### config.mk
export PLATFORM = sky130hd
export DESIGN_NAME = uart_hskbus_mux
export DESIGN_NICKNAME = d
export VERILOG_FILES = /design/src/rtl/uart_hskbus_mux.sv
export SDC_FILE = /design/constraint.sdc
export NUM_CORES = 1
export LEC_CHECK = 0
export CORE_MARGIN = 1.5
export CORE_UTILIZATION = 46
export DETAILED_ROUTE_END_ITERATION = 16
export PLACE_DENSITY = 0.8
export SLEW_MARGIN = 30
export SYNTH_ARGS = -nofsm -noshare
export SYNTH_HDL_FRONTEND = slang
export SYNTH_SLANG_ARGS = --single-unit
export TNS_END_PERCENT = 10
### constraint.sdc
create_clock -name clk_i -period 2.2 [get_ports clk_i]
set_input_delay 0.44 -clock clk_i [delete_from_list [all_inputs] [get_ports clk_i]]
set_output_delay 0.44 -clock clk_i [all_outputs]
set_load 0.01 [all_outputs]
### src/rtl/uart_hskbus_mux.sv
// uart_hskbus_mux: housekeeping UART fan-out/fan-in between one host UART and NCHAN
// responder lines.
//
// Host TX is broadcast to every tx-enabled channel. The rx-enabled responder lines are
// wire-ANDed into host RX. Each line (host and every channel) has a start-bit detector
// with holdoff that counts bytes. Two rx-enabled responders talking at once is flagged as
// a collision.
//
// Optional feature: define UART_HSKBUS_STUCK_DET_EN to build stuck-low detection. A
// channel held low for STUCK_CLKS cycles sets a sticky flag and is masked from the merge.
// Without the macro, stuck_o is 0, stuck_clr_i is ignored and no channel is ever masked.
//
// Ports:
//   clk_i, rst_i     clock, synchronous active-high reset
//   hskbus_tx_i      host UART TX (async, idle high)
//   hskbus_rx_o      merged responder data to host RX (registered)
//   ch_rx_i          responder TX lines (async, idle high)
//   ch_tx_o          broadcast host data to responders (registered)
//   tx_en_i/rx_en_i  per-channel broadcast / merge enables
//   stuck_clr_i      single-cycle clear of sticky stuck flags
//   tx_bytes_o       host start bits counted
//   rx_bytes_o       per-channel start bits, channel k at [k*CNT_WIDTH +: CNT_WIDTH]
//   collision_o      one-cycle pulse per collision cycle
//   collision_cnt_o  saturating collision count
//   stuck_o          sticky stuck-low flags
module uart_hskbus_mux #(
   parameter int unsigned NCHAN        = 4,
   parameter int unsigned CLKS_PER_BIT = 160,
   parameter int unsigned HOLDOFF      = 1550,
   parameter int unsigned CNT_WIDTH    = 8,
   parameter int unsigned STUCK_CLKS   = 3200
) (
   input  logic                       clk_i,
   input  logic                       rst_i,
   input  logic                       hskbus_tx_i,
   output logic                       hskbus_rx_o,
   input  logic [NCHAN-1:0]           ch_rx_i,
   output logic [NCHAN-1:0]           ch_tx_o,
   input  logic [NCHAN-1:0]           tx_en_i,
   input  logic [NCHAN-1:0]           rx_en_i,
   input  logic                       stuck_clr_i,
   output logic [CNT_WIDTH-1:0]       tx_bytes_o,
   output logic [NCHAN*CNT_WIDTH-1:0] rx_bytes_o,
   output logic                       collision_o,
   output logic [7:0]                 collision_cnt_o,
   output logic [NCHAN-1:0]           stuck_o
);

   // Line index NCHAN is the host, 0..NCHAN-1 are the channels.
   localparam int NL = int'(NCHAN) + 1;
   // Holdoff never runs past a full frame, so the next start bit is always seen.
   localparam int unsigned FrameClks = 10 * CLKS_PER_BIT;
   localparam int unsigned HoldLoad  = (HOLDOFF < FrameClks) ? HOLDOFF : FrameClks - 1;
   localparam int unsigned HW        = $clog2(HoldLoad + 1);
   localparam logic [HW-1:0] HoldLoadW = HW'(HoldLoad);

   typedef enum logic {StIdle, StHold} det_st_e;

   logic [NCHAN:0] sync1_q, sync2_q;
   logic [NCHAN:0] prev_q, prev_d;
   logic [1:0]     vld_q;
   logic [NCHAN:0] fall, enter, in_hold;

   det_st_e              det_st_q   [NL];
   det_st_e              det_st_d   [NL];
   logic [HW-1:0]        hold_cnt_q [NL];
   logic [HW-1:0]        hold_cnt_d [NL];
   logic [CNT_WIDTH-1:0] byte_cnt_q [NL];
   logic [CNT_WIDTH-1:0] byte_cnt_d [NL];

   logic [NCHAN-1:0] ch_tx_q, ch_tx_d;
   logic             rx_q, rx_d;
   logic             coll, coll_q;
   logic [7:0]       coll_cnt_q, coll_cnt_d;
   logic [NCHAN-1:0] en_enter, en_hold;
   logic [NCHAN-1:0] mask;

   // The sync flops reset to 1, so their first two samples after reset are fill, not line
   // data. prev_q stays 0 until real samples arrive, so a line already low at reset must go
   // high before its next fall can count.
   always_comb begin
      prev_d = vld_q[1] ? sync2_q : '0;
      fall   = prev_q & ~sync2_q;
   end

   always_comb begin
      enter   = '0;
      in_hold = '0;
      for (int i = 0; i < NL; i++) begin
         det_st_d[i]   = det_st_q[i];
         hold_cnt_d[i] = hold_cnt_q[i];
         byte_cnt_d[i] = byte_cnt_q[i];
         unique case (det_st_q[i])
            StIdle: begin
               if (fall[i]) begin
                  enter[i]      = 1'b1;
                  det_st_d[i]   = StHold;
                  hold_cnt_d[i] = HoldLoadW;
                  byte_cnt_d[i] = byte_cnt_q[i] + 1'b1;
               end
            end
            StHold: begin
               in_hold[i]    = 1'b1;
               hold_cnt_d[i] = hold_cnt_q[i] - 1'b1;
               if (hold_cnt_q[i] == HW'(1)) begin
                  det_st_d[i] = StIdle;
               end
            end
            default: det_st_d[i] = StIdle;
         endcase
      end
   end

   // Collision: an enabled channel starts while another enabled channel is holding, or
   // more than one enabled channel starts on the same cycle.
   always_comb begin
      en_enter   = enter[NCHAN-1:0] & rx_en_i;
      en_hold    = in_hold[NCHAN-1:0] & rx_en_i;
      coll       = (|en_enter) && ((|en_hold) || ((en_enter & (en_enter - 1'b1)) != '0));
      coll_cnt_d = coll_cnt_q;
      if (coll && (coll_cnt_q != 8'hFF)) begin
         coll_cnt_d = coll_cnt_q + 8'd1;
      end
   end

   always_comb begin
      ch_tx_d = ~tx_en_i | {NCHAN{sync2_q[NCHAN]}};
      rx_d    = &(sync2_q[NCHAN-1:0] | ~(rx_en_i & ~mask));
   end

`ifdef UART_HSKBUS_STUCK_DET_EN
   localparam int unsigned SW = $clog2(STUCK_CLKS + 1);
   localparam logic [SW-1:0] StuckW = SW'(STUCK_CLKS);

   logic [SW-1:0]    low_cnt_q [NCHAN];
   logic [SW-1:0]    low_cnt_d [NCHAN];
   logic [NCHAN-1:0] stuck_q, stuck_d, mask_q, mask_d;

   always_comb begin
      stuck_d = stuck_q & ~{NCHAN{stuck_clr_i}};
      mask_d  = mask_q;
      for (int k = 0; k < int'(NCHAN); k++) begin
         low_cnt_d[k] = low_cnt_q[k];
         if (sync2_q[k]) begin
            low_cnt_d[k] = '0;
            mask_d[k]    = 1'b0;
         end else if (stuck_clr_i) begin
            low_cnt_d[k] = '0;
         end else if (low_cnt_q[k] != StuckW) begin
            low_cnt_d[k] = low_cnt_q[k] + 1'b1;
            if (low_cnt_q[k] == StuckW - 1'b1) begin
               stuck_d[k] = 1'b1;
               mask_d[k]  = 1'b1;
            end
         end
      end
   end

   always_ff @(posedge clk_i) begin
      if (rst_i) begin
         stuck_q <= '0;
         mask_q  <= '0;
         for (int k = 0; k < int'(NCHAN); k++) low_cnt_q[k] <= '0;
      end else begin
         stuck_q <= stuck_d;
         mask_q  <= mask_d;
         for (int k = 0; k < int'(NCHAN); k++) low_cnt_q[k] <= low_cnt_d[k];
      end
   end

   assign mask    = mask_q;
   assign stuck_o = stuck_q;
`else
   logic unused_stuck_clr;
   assign unused_stuck_clr = stuck_clr_i;
   assign mask             = '0;
   assign stuck_o          = '0;
`endif

   always_ff @(posedge clk_i) begin
      if (rst_i) begin
         sync1_q    <= '1;
         sync2_q    <= '1;
         vld_q      <= '0;
         prev_q     <= '0;
         ch_tx_q    <= '1;
         rx_q       <= 1'b1;
         coll_q     <= 1'b0;
         coll_cnt_q <= '0;
         for (int i = 0; i < NL; i++) begin
            det_st_q[i]   <= StIdle;
            hold_cnt_q[i] <= '0;
            byte_cnt_q[i] <= '0;
         end
      end else begin
         sync1_q    <= {hskbus_tx_i, ch_rx_i};
         sync2_q    <= sync1_q;
         vld_q      <= {vld_q[0], 1'b1};
         prev_q     <= prev_d;
         ch_tx_q    <= ch_tx_d;
         rx_q       <= rx_d;
         coll_q     <= coll;
         coll_cnt_q <= coll_cnt_d;
         for (int i = 0; i < NL; i++) begin
            det_st_q[i]   <= det_st_d[i];
            hold_cnt_q[i] <= hold_cnt_d[i];
            byte_cnt_q[i] <= byte_cnt_d[i];
         end
      end
   end

   always_comb begin
      rx_bytes_o = '0;
      for (int k = 0; k < int'(NCHAN); k++) begin
         rx_bytes_o[k*CNT_WIDTH +: CNT_WIDTH] = byte_cnt_q[k];
      end
   end

   assign tx_bytes_o      = byte_cnt_q[NCHAN];
   assign ch_tx_o         = ch_tx_q;
   assign hskbus_rx_o     = rx_q;
   assign collision_o     = coll_q;
   assign collision_cnt_o = coll_cnt_q;

endmodule

==> results of run 1 <==
[state kept, by name, summed over array words and instances, names as in the netlist, 4 cells and up]
register,cells
sync1_q,5
byte_cnt_q,40
prev_q,5
sync2_q,5
ch_tx_o,4
collision_cnt_o,8
det_st_q,5
hold_cnt_q,55
[metal layers]
layer | wire length [µm] | global-route usage | part of all wire
met5 | 0 | 0 | 0
met1 | 5480 | 0.236 | 0.47
met3 | 357 | 0.0541 | 0.031
met4 | 191 | 0.0808 | 0.016
met2 | 5620 | 0.306 | 0.48
[cells in the mapped netlist, drive strengths merged]
library cell | number | share of area
a211oi | 18 | 0.024
a21oi | 48 | 0.044
a22oi | 2 | 0.0027
a311oi | 1 | 0.0016
a31o | 1 | 0.0016
a41o | 1 | 0.0018
a41oi | 1 | 0.0016
and2 | 5 | 0.0056
and2b | 1 | 0.0013
and3 | 6 | 0.0067
buf | 6 | 0.0081
clkbuf | 25 | 0.017
conb | 1 | 0.00067
dfxtp | 131 | 0.47
ha | 16 | 0.036
inv | 17 | 0.011
mux2 | 1 | 0.0020
mux2i | 2 | 0.0036
nand2 | 38 | 0.026
nand2b | 8 | 0.0090
nand3 | 37 | 0.033
nand4 | 14 | 0.016
nand4b | 4 | 0.0063
nand4bb | 4 | 0.011
nor2 | 70 | 0.047
nor2b | 11 | 0.012
nor3 | 34 | 0.030
nor4 | 15 | 0.017
nor4b | 5 | 0.0090
o211ai | 6 | 0.0081
o21a | 1 | 0.0013
o21ai | 5 | 0.0045
o22ai | 3 | 0.0045
o311ai | 7 | 0.011
o41ai | 1 | 0.0016
or2 | 19 | 0.021
or3 | 8 | 0.0090
or4 | 11 | 0.017
xnor2 | 13 | 0.020
xor2 | 30 | 0.047
[kinds of logic after synthesis]
group | share of synthesized area
other cells | 0.000671
flops | 0.469
xor+xnor | 0.0674
simple gates | 0.277
mux | 0.00560
fa+ha+maj | 0.0358
compound gates | 0.108
buf+inv | 0.0363
[final timing paths]
kind	from	endpoint	slack [ns]	cells past startpoint
max	det_st_q[0][3]	collision_cnt_o[7]	0.19	7
max reg2reg	det_st_q[0][3]	collision_cnt_o[7]	0.19	7
min reg2reg	sync1_q[1]	sync2_q[1]	0.41	1
min	sync1_q[1]	sync2_q[1]	0.41	1
[per-stage QoR]
step	power (W)	instance area, µm²	worst slack, ns
2_1_floorplan	0.00262	5600	0.518
6_report	0.00554	7040	0.194
3_3_place_gp	0.00267	6420	-0.101
4_1_cts	0.00559	7040	0.213
5_1_grt	0.00574	7040	0.0487
3_5_place_dp	0.00268	6420	-0.170
[power by group]
part / switching (W) / internal (W)
clock: 0.00108 / 0.00183
combinational: 0.000104 / 0.0000859
sequential: 0.0000309 / 0.00241
[cell type report]
| cell class | instances | area [µm²] |
|---|---|---|
| clock buffer | 18 | 439 |
| clock inverter | 14 | 176 |
| fill | 1034 | 4870 |
| inverter | 17 | 63.8 |
| multi-input combinational | 451 | 2780 |
| sequential | 131 | 2620 |
| tap | 147 | 184 |
| timing repair buffer | 81 | 776 |
==> results.txt, run 1 <==
Vias = 4715
Cell Area, Synth = 5590 µm²
Clock slew at reported path FFs = 0.06 ns
Post-DRT Antenna Nets = 0
CTS HTree Levels = 4
Initial DRC Count = 317
Most common cell after layout, fill and taps aside = dfxtp_1
Register area share after synthesis = 0.469
TritonCTS Buffers = 17
Share of cells above drive strength 1 = 0.104
Overall Global Routing Usage = 0.189
VDD IR-drop max = 0.522 mV
Initial Utilization = 0.469
Post-CTS Setup Bufs = 0
Die footprint = 12800 µm²
CP Buf/Inv Count = 1
DRT Pass-1 Iters = 4
Fin nets = 731
Most frequent cells in the layout = dfxtp_1, nor2_1, clkdlybuf4s50_1
Cts repair resizes = 0
Grt ovf = 0
# setup viols final = 0
RSZ-0062 raised after global routing = no
WHS = 0.406 ns
Syn Area/Cell = 8.92 µm²
Worst path cell trace = a22oi_1 -> nand3_1 -> a21oi_1 -> buf_4 -> nor4_1 -> a41o_1 -> a21oi_1
CTS max path bufs = 2
WP data required = 2.49 ns
Status = finished, final reports clean
Worst-margin pin slew = 0.670 ns
CTS tree = yes
Yosys warns = 0
PortBufs = 68
Tcrit/Tclk final = 0.912
Clk_skew = 0.00837 ns
HPWL after DPL = 7910 µm
Slowest cell on the critical path = dfxtp_1
Final Max Slew Viols = 0
WP data arrival = 2.29 ns
Max Cap Violations = 0
#FFs+latches synth = 131
Num ports = 74
Later-pin clock latency in the skew report = 0.42 ns
Most used cell, CP = a21oi_1
DR vias/cell = 5.49
DRC Markers = 0
Core area = 11900 µm²
Hold_buf cts = 0
Routability Congestion = 0.832
Max Fclk = 498 MHz
WL final = 11700 µm
Initial antenna violation count = 0
Final TNS setup = 0 ns
Vias in the first global route = 4495
Crit. End Element = flop
Cell Rows = 40
Cells after synthesis = 627
Relative slew slack = 0.553
Clock sinks = 131
Area Overhead vs Synth = 25.9%
Post-Place Cells = 827
Antenna Cells = 0
Wire length per cell = 13.6 µm
Tmin final = 2.01 ns
Worst hold-check path type = flop to flop
PD cells = 788 nW/µm²
Synth unique cells = 48
Fin util = 0.591
Die height = 113 µm
Crit path max-delay family = simple AND/OR/NAND/NOR gates
P_leak = 2.53 nW
Chip Width = 113 µm
WS Path Type = flop to flop
CTS Root Cell = clkbuf_16
Largest stage delay, worst path = 0.57 ns
First-pass GRT wire length = 19800 µm
Worst setup SP type = flop
Non-filler cells, final = 859
Max Fanout on Critical Path = 13
Largest net degree at the start of global routing = 54
Hold Vio Cnt, Final = 0
(Power assumes the default switching activity.)
==> run 2: changes to the inputs <==
--- a/config.mk
+++ b/config.mk
@@ -13,4 +13,4 @@
 export SYNTH_ARGS = -nofsm -noshare
 export SYNTH_HDL_FRONTEND = slang
 export SYNTH_SLANG_ARGS = --single-unit
-export TNS_END_PERCENT = 10
+export TNS_END_PERCENT = 5
==> results of run 2 <==
No change in the layout: final DEF, timing and power equal those of run 1.
